File: src/rtl/alu_pkg.sv
// Shared ALU/shift-unit definitions: datapath constants and the shift sequencer state type.
package alu_pkg;

  localparam int WIDTH = 64;
  localparam int SHW   = 6;

  typedef enum logic [1:0] {
    ST_IDLE  = 2'd0,
    ST_SHIFT = 2'd1,
    ST_DONE  = 2'd2
  } shift_state_e;

endpackage

File: src/rtl/lrs64_seq_lrs64.sv
// Single-place 64-bit logical right shifter: moves every bit down by one and fills bit 63 with 0.
module lrs64 (
  input  logic [63:0] din,
  output logic [63:0] dout
);

  assign dout = {1'b0, din[63:1]};

endmodule

File: src/rtl/lrs64_seq.sv
// Multi-cycle right shifter: applies lrs64 once per clock until the captured shift amount is used up,
// optionally holding bit 63 to turn the logical shift into an arithmetic one.
module lrs64_seq #(
  parameter int WIDTH = 64,
  parameter int SHW   = 6
) (
  input  logic             clk,
  input  logic             rst,
  input  logic             start,
  input  logic [WIDTH-1:0] num,
  input  logic [SHW-1:0]   shamt,
  input  logic             arith,
  output logic             busy,
  output logic             done,
  output logic [WIDTH-1:0] result
);

  import alu_pkg::*;

  // The datapath is built around the fixed 64-bit lrs64 cell.
  if (WIDTH != alu_pkg::WIDTH || SHW != alu_pkg::SHW) begin : g_cfg_err
    $error("lrs64_seq supports only WIDTH=64, SHW=6");
  end

  shift_state_e     state;
  logic [WIDTH-1:0] acc;
  logic [WIDTH-1:0] sh_out;
  logic [WIDTH-1:0] sh_next;
  logic [SHW-1:0]   cnt;
  logic             mode;

  lrs64 u_lrs64 (
    .din  (acc),
    .dout (sh_out)
  );

  // Arithmetic mode keeps re-injecting the original sign bit at the top.
  assign sh_next = {(mode ? acc[WIDTH-1] : sh_out[WIDTH-1]), sh_out[WIDTH-2:0]};

  assign result = acc;

  always_ff @(posedge clk) begin
    if (rst) begin
      state <= ST_IDLE;
      acc   <= '0;
      cnt   <= '0;
      mode  <= 1'b0;
      busy  <= 1'b0;
      done  <= 1'b0;
    end else begin
      case (state)
        ST_IDLE, ST_DONE: begin
          if (start) begin
            acc  <= num;
            cnt  <= shamt;
            mode <= arith;
            if (shamt != '0) begin
              state <= ST_SHIFT;
              busy  <= 1'b1;
              done  <= 1'b0;
            end else begin
              state <= ST_DONE;
              busy  <= 1'b0;
              done  <= 1'b1;
            end
          end else begin
            state <= ST_IDLE;
            busy  <= 1'b0;
            done  <= 1'b0;
          end
        end
        ST_SHIFT: begin
          acc <= sh_next;
          cnt <= cnt - 1'b1;
          if (cnt == SHW'(1)) begin
            state <= ST_DONE;
            busy  <= 1'b0;
            done  <= 1'b1;
          end
        end
        default: begin
          state <= ST_IDLE;
          busy  <= 1'b0;
          done  <= 1'b0;
        end
      endcase
    end
  end

endmodule

File: config.mk
export PLATFORM = sky130hd
export DESIGN_NAME = lrs64_seq
export DESIGN_NICKNAME = d
export VERILOG_FILES = /design/src/rtl/alu_pkg.sv /design/src/rtl/lrs64_seq_lrs64.sv /design/src/rtl/lrs64_seq.sv
export SDC_FILE = /design/constraint.sdc
export NUM_CORES = 1
export LEC_CHECK = 0
export BUFFER_PORTS_ARGS = -buffer_cell sky130_fd_sc_hd__buf_4
export CORE_MARGIN = 2
export CORE_UTILIZATION = 40
export CTS_CLUSTER_DIAMETER = 100
export DETAILED_ROUTE_END_ITERATION = 12
export PLACE_DENSITY_LB_ADDON = 0.2
export SLEW_MARGIN = 20
export SYNTH_ARGS = -nofsm -noshare
export SYNTH_HDL_FRONTEND = slang
export SYNTH_SLANG_ARGS = --single-unit
File: constraint.sdc
create_clock -name clk -period 1.9 [get_ports clk]
set_clock_uncertainty 0.2 [all_clocks]
set_input_delay 0.38 -clock clk [delete_from_list [all_inputs] [get_ports clk]]
set_output_delay 0.38 -clock clk [all_outputs]
set_load 0.05 [all_outputs]
==> results.ini, run 1 <==
[die]
die_h_um = 93.5
num_io_pins = 140
rows = 32
die-area_um2 = 8730
core_um2 = 7730
initial_core_util = 0.414
die_w_um = 93.5

[critical_path]
arrival_ps = 1760
r2r-start = state[0]
path_class = reg -> reg
crit_path_start = state[0]
reg2reg_depth = 4
r2r_setup_slack_ps = 210
startpoint_type = flop
critPathRequiredTime_ps = 1970
reg2reg_to = cnt[5]
crit_path_end_kind = flop
crit_path_max_fanout = 6

[logic_synthesis]
syn-mean-instance-area_um2 = 7.77
synthDistinctLibCells = 28
synth_nets = 488
seq_area_frac_synth = 0.457
synth_ff_type = dfxtp_1
synthCells = 412
synth_top_area_frac = 0.457
async_flop_share = 0
yosysWarnings = 0
synth_edf_count = 0
synth.area.top_cells = dfxtp_1 (46%), a311oi_1 (17%), nand2_1 (16%), nor2_1 (8.7%), buf_2 (3.1%)
synth_area_um2 = 3200
yosys_register_bits = 73
synth_top_area_cell = dfxtp_1

[power]
power_density_nw_per_um2 = 1040
intPower_mw = 3.12
power_frac_comb = 0.306
max-vdd-ir-drop_v = 0.000393
pwr-share-seq = 0.385
power.switching_mw = 1.68
finalPower_mw = 4.79
clkPwrFrac = 0.309
sw_frac_of_total = 0.350
leakage_nw = 2.02

[timing]
clock.fmax_mhz = 592
slew_headroom = 0.780
period_share = 0.889
setup-violations-final = 0
hold_violations = 0
timing.final.ws_setup_ps = 211
setup_tns_ps = 0
grt_setup_unrepaired = no
hold_slack_ps = 101
fin_crit_ps = 1690
slew_violations = 0
tightest_slew_ps = 330

[min_path]
min_path_type = in -> reg
min_path_cells = 3
worstHoldStart = arith
min_to = mode

[layout]
synthToLayoutAreaGrowth_pct = 43.4
layout.cells.non_filler = 640
drive_above_1_share = 0.314
final_util = 0.594
diodes = 0
n_fill_cell = 714
final_nets = 609
post-route-cell-area_um2 = 4590

[routing]
drt-initial-drc-count = 122
wl_mm = 8.98
ant_nets = 0
viasPerCell = 5.28
num_vias = 3378
dr.pass1.iters = 4
routedWlPerCell_um = 14.0
drc_errors = 0

[grt]
grt_antenna_before_repair = 0
grt_pass1_wl_mm = 14.6
globalRouteTotalUtil = 0.206
grt_overflow = 0
grt_pass1_vias = 3179
grt_max_degree = 55

[cts]
cts.path.max_buffers = 2
cts_tree = yes
ctsHoldBuffers = 0
clock_latency_ps = 330
clkSlewWorstSetupHoldPaths_ps = 80
postCtsSetupBuffers = 0
cts_root_buf = clkbuf_8
cts_sinks = 73
ctsResizeCount = 0
cts_made_buffers = 9
htree_levels = 3

[place]
pre_cts_slack_ps = 196
dp_hpwl_mm = 6.08
dp.cells = 624
place_area_um2 = 4350
numPortBuffers = 139
gp_congestion = 0.830

[run_status]
status = finished clean

[flow_run]
cap_violations = 0

area by class of cell:
cell class	count	area (µm²)	share of cell area
multi-input cells	298	1560	0.339
flip-flops and latches	73	1460	0.318
repair buffers	149	1190	0.260
clock buffers	11	141	0.0308
well taps	102	128	0.0278
clock inverters	5	103	0.0223
inverters	2	7.51	0.00164
cell usage in the layout (no fill, tap or decap), types with 3 or more instances in the layout:
master	n
a21oi_1	4
a311oi_1	63
buf_12	6
buf_4	143
bufinv_16	3
clkbuf_8	10
dfxtp_1	73
nand2_1	133
nor2_1	74
synthesized netlist by cell type (2+ instances only):
master / number
nand3_1: 2
dfxtp_1: 73
ha_1: 2
o211ai_1: 2
a31oi_1: 2
a311oi_1: 63
buf_2: 20
nand2b_1: 2
nor2_1: 74
inv_1: 2
buf_4: 4
a221oi_1: 2
nand2_1: 133
a21oi_1: 4
clkbuf_1: 14
power groups by stage:
stage / clock, mW / combinational (mW) / sequential [mW]
CTS: 1.51 / 1.48 / 1.84
detailed placement: 0 / 1.48 / 1.88
global placement: 0 / 1.46 / 1.87
finish: 1.48 / 1.47 / 1.84
floorplan: 0 / 0.460 / 2.39
global route: 1.58 / 1.56 / 1.87
logic make-up (layout without fill, tap and decap cells):
| kind of cell | Yosys count | in the layout | synth area share |
|---|---|---|---|
| adders and majority gates | 2 | 2 | 0.00782 |
| and+or+nand+nor | 217 | 217 | 0.267 |
| AOI/OAI and AO/OA | 79 | 79 | 0.208 |
| buffers and inverters | 41 | 167 | 0.0606 |
| DFF | 73 | 73 | 0.457 |
worst max path at each step:
stage               endpoint  slack (ps)  cells after the start
floorplan             cnt[5]          10                      4
global placement      cnt[5]         290                      4
detailed placement    cnt[5]         200                      4
CTS                   cnt[5]         220                      4
global route          cnt[5]         120                      4
finish                cnt[5]         210                      4
critical path, cell delays in order, from the launching register on:
cell,delay [ps]
dfxtp_1,450
nor3b_4,270
nand3_2,130
or4_1,420
a31oi_1,160
sequential cells by signal (all words and copies together), names as in the netlist:
name    count
result     64
state       1
cnt         6
done        1
mode        1
metal layers:
metal | track usage | wire length (µm) | share of wire
met1 | 0.268 | 3960 | 0.44
met2 | 0.331 | 4350 | 0.48
met3 | 0.0467 | 558 | 0.062
met4 | 0.0784 | 114 | 0.013
met5 | 0 | 0 | 0
No activity file was read; power rests on OpenSTA's default activity.
==> run 2, diff against run 1 <==
- REMOVE_ABC_BUFFERS: unset -> 1
==> run 2 against run 1 <==
Wire length down 0.73%. Utilization fell by 0.74 points. Largest cell class unchanged. Combinational power about the same. Worst setup slack worse by 5.8 ps. Clock power decreased by 12%. Largest power group unchanged. Clock-buffer cell count shrank 1. Critical path depth unchanged.
==> results.ini, run 2 (synthesis gave the netlist of run 1 again) <==
[cts]
clkSlewWorstSetupHoldPaths_ps = 70  ; was 80 ps
postCtsSetupBuffers = 0  ; unchanged
htree_levels = 3  ; unchanged
cts_root_buf = clkbuf_8  ; unchanged
cts_sinks = 73  ; unchanged
cts_made_buffers = 9  ; unchanged
cts.path.max_buffers = 2  ; unchanged
clock_latency_ps = 340  ; was 330 ps
ctsHoldBuffers = 0  ; unchanged
cts_tree = yes  ; unchanged
ctsResizeCount = 0  ; unchanged

[run_status]
status = finished clean  ; unchanged

[layout]
layout.cells.non_filler = 636  ; was 640
largest_reg_flops = 64  ; unchanged
final_util = 0.587  ; was 0.594
final_nets = 606  ; was 609
layout_commonest_cell = buf_4  ; unchanged
synthToLayoutAreaGrowth_pct = 41.6  ; was 43.4%
drive_above_1_share = 0.309  ; was 0.314
diodes = 0  ; unchanged
n_fill_cell = 708  ; was 714
post-route-cell-area_um2 = 4530  ; was 4590 µm²
layout_common_cells = buf_4 (140), nand2_1 (133), nor2_1 (74)  ; was buf_4 (143), nand2_1 (133), nor2_1 (74)

[die]
num_io_pins = 140  ; unchanged
die-area_um2 = 8730  ; unchanged
die_w_um = 93.5  ; unchanged
initial_core_util = 0.414  ; unchanged
die_h_um = 93.5  ; unchanged
core_um2 = 7730  ; unchanged
rows = 32  ; unchanged

[critical_path]
arrival_ps = 1770  ; was 1760 ps
cp_cell_sequence = nor3b_4 -> nand3_2 -> or4_1 -> a31oi_1  ; unchanged
critPathRequiredTime_ps = 1970  ; about the same
crit_path_end_kind = flop  ; unchanged
slowest_delay_ps = 450  ; about the same
startpoint_type = flop  ; unchanged
critPathBufInv = 0  ; unchanged
cp_top_family = simple AND/OR/NAND/NOR gates  ; unchanged
crit_path_start = state[0]  ; unchanged
critPathSlowestCell = dfxtp_1  ; unchanged
crit_path_max_fanout = 6  ; unchanged
path_class = reg -> reg  ; unchanged
r2r-start = state[0]  ; unchanged

[routing]
num_vias = 3344  ; was 3378
drc_errors = 0  ; unchanged
ant_nets = 0  ; unchanged
wl_mm = 8.92  ; was 8.98 mm
dr.pass1.iters = 4  ; unchanged
viasPerCell = 5.26  ; was 5.28
routedWlPerCell_um = 14.0  ; about the same
drt-initial-drc-count = 143  ; was 122

[grt]
grt_max_degree = 86  ; was 55
grt_overflow = 0  ; unchanged
grt_pass1_vias = 3112  ; was 3179
grt_use_met1 = 0.265  ; was 0.268
grt_pass1_wl_mm = 14.4  ; was 14.6 mm
use_met3 = 0.0612  ; was 0.0467
use_met2 = 0.315  ; was 0.331
globalRouteTotalUtil = 0.204  ; was 0.206
top_usage_layer = met2  ; unchanged
grt_antenna_before_repair = 0  ; unchanged

[power]
leakage_nw = 1.99  ; was 2.02 nW
pwr-share-seq = 0.401  ; was 0.385
sw_frac_of_total = 0.363  ; was 0.350
power_frac_comb = 0.317  ; was 0.306
max-vdd-ir-drop_v = 0.000438  ; was 0.000393 V
power.switching_mw = 1.68  ; about the same
clkPwrFrac = 0.283  ; was 0.309
power_density_nw_per_um2 = 1020  ; was 1040 nW/µm²
intPower_mw = 2.94  ; was 3.12 mW

[timing]
tightest_slew_ps = 336  ; was 330 ps
hold_violations = 0  ; unchanged
clock.fmax_mhz = 590  ; was 592 MHz
setup-violations-final = 0  ; unchanged
setup_tns_ps = 0  ; unchanged
timing.final.ws_setup_ps = 205  ; was 211 ps
period_share = 0.892  ; was 0.889
slew_violations = 0  ; unchanged
slew_headroom = 0.773  ; was 0.780
grt_setup_unrepaired = no  ; unchanged
fin_crit_ps = 1700  ; was 1690 ps

[flow_run]
cap_violations = 0  ; unchanged

[min_path]
worstHoldStart = num[63]  ; was arith
min_path_type = in -> reg  ; unchanged

[place]
dp_hpwl_mm = 5.99  ; was 6.08 mm
place_area_um2 = 4320  ; was 4350 µm²
dp.cells = 621  ; was 624
gp_congestion = 0.830  ; about the same
pre_cts_slack_ps = 199  ; was 196 ps
numPortBuffers = 139  ; unchanged

run 2: changes by cell type in the layout (fill, tap and decap cells not counted), sizes merged:
cell	previous run	this run
clkinv	1	2
bufinv	3	2
clkbuf	11	10
buf	149	146
run 2: layer usage:
metal  part of all wire  vias up
met2               0.46      119
met5                  0        -
met1               0.45     1525
li1                   -     1676
met4              0.026        0
met3              0.072       24
run 2: path summary, 6_finish.rpt:
path | endpoint | slack, ps | cells after the start
setup reg to reg | cnt[5] | 200 | 4
hold reg to reg | mode | 280 | 2
setup / recovery | cnt[5] | 200 | 4
hold / removal | result[63] | 100 | 3
run 2: cell type report:
| class | instances | area, µm² | share of cell area |
|---|---|---|---|
| multi-input cells | 298 | 1560 | 0.343 |
| clock inverters | 5 | 81.3 | 0.0179 |
| well taps | 102 | 128 | 0.0282 |
| clock buffers | 10 | 128 | 0.0282 |
| inverters | 2 | 7.51 | 0.00166 |
| flip-flops and latches | 73 | 1460 | 0.322 |
| repair buffers | 146 | 1170 | 0.258 |
run 2: stage by stage:
step	power, mW	hold WS [ps]
after global routing	4.83	90.8
after CTS	4.65	81.3
after detailed placement	3.34	273
after global placement	3.32	246
final	4.61	96.6
after floorplan	2.81	230
run 2: power by group through the flow:
stage,registers (mW),logic (mW),clock network [mW]
finish,1.85,1.46,1.30
global placement,1.87,1.45,0
floorplan,2.39,0.424,0
CTS,1.85,1.47,1.33
global route,1.87,1.56,1.40
detailed placement,1.88,1.47,0
run 2: worst min-delay path: cells and delay by family:
kind / cells / cell delay (ps)
buffers and inverters: 1 / 110
AND/OR/NAND/NOR: 1 / 40
AO/OA/AOI/OAI: 1 / 50
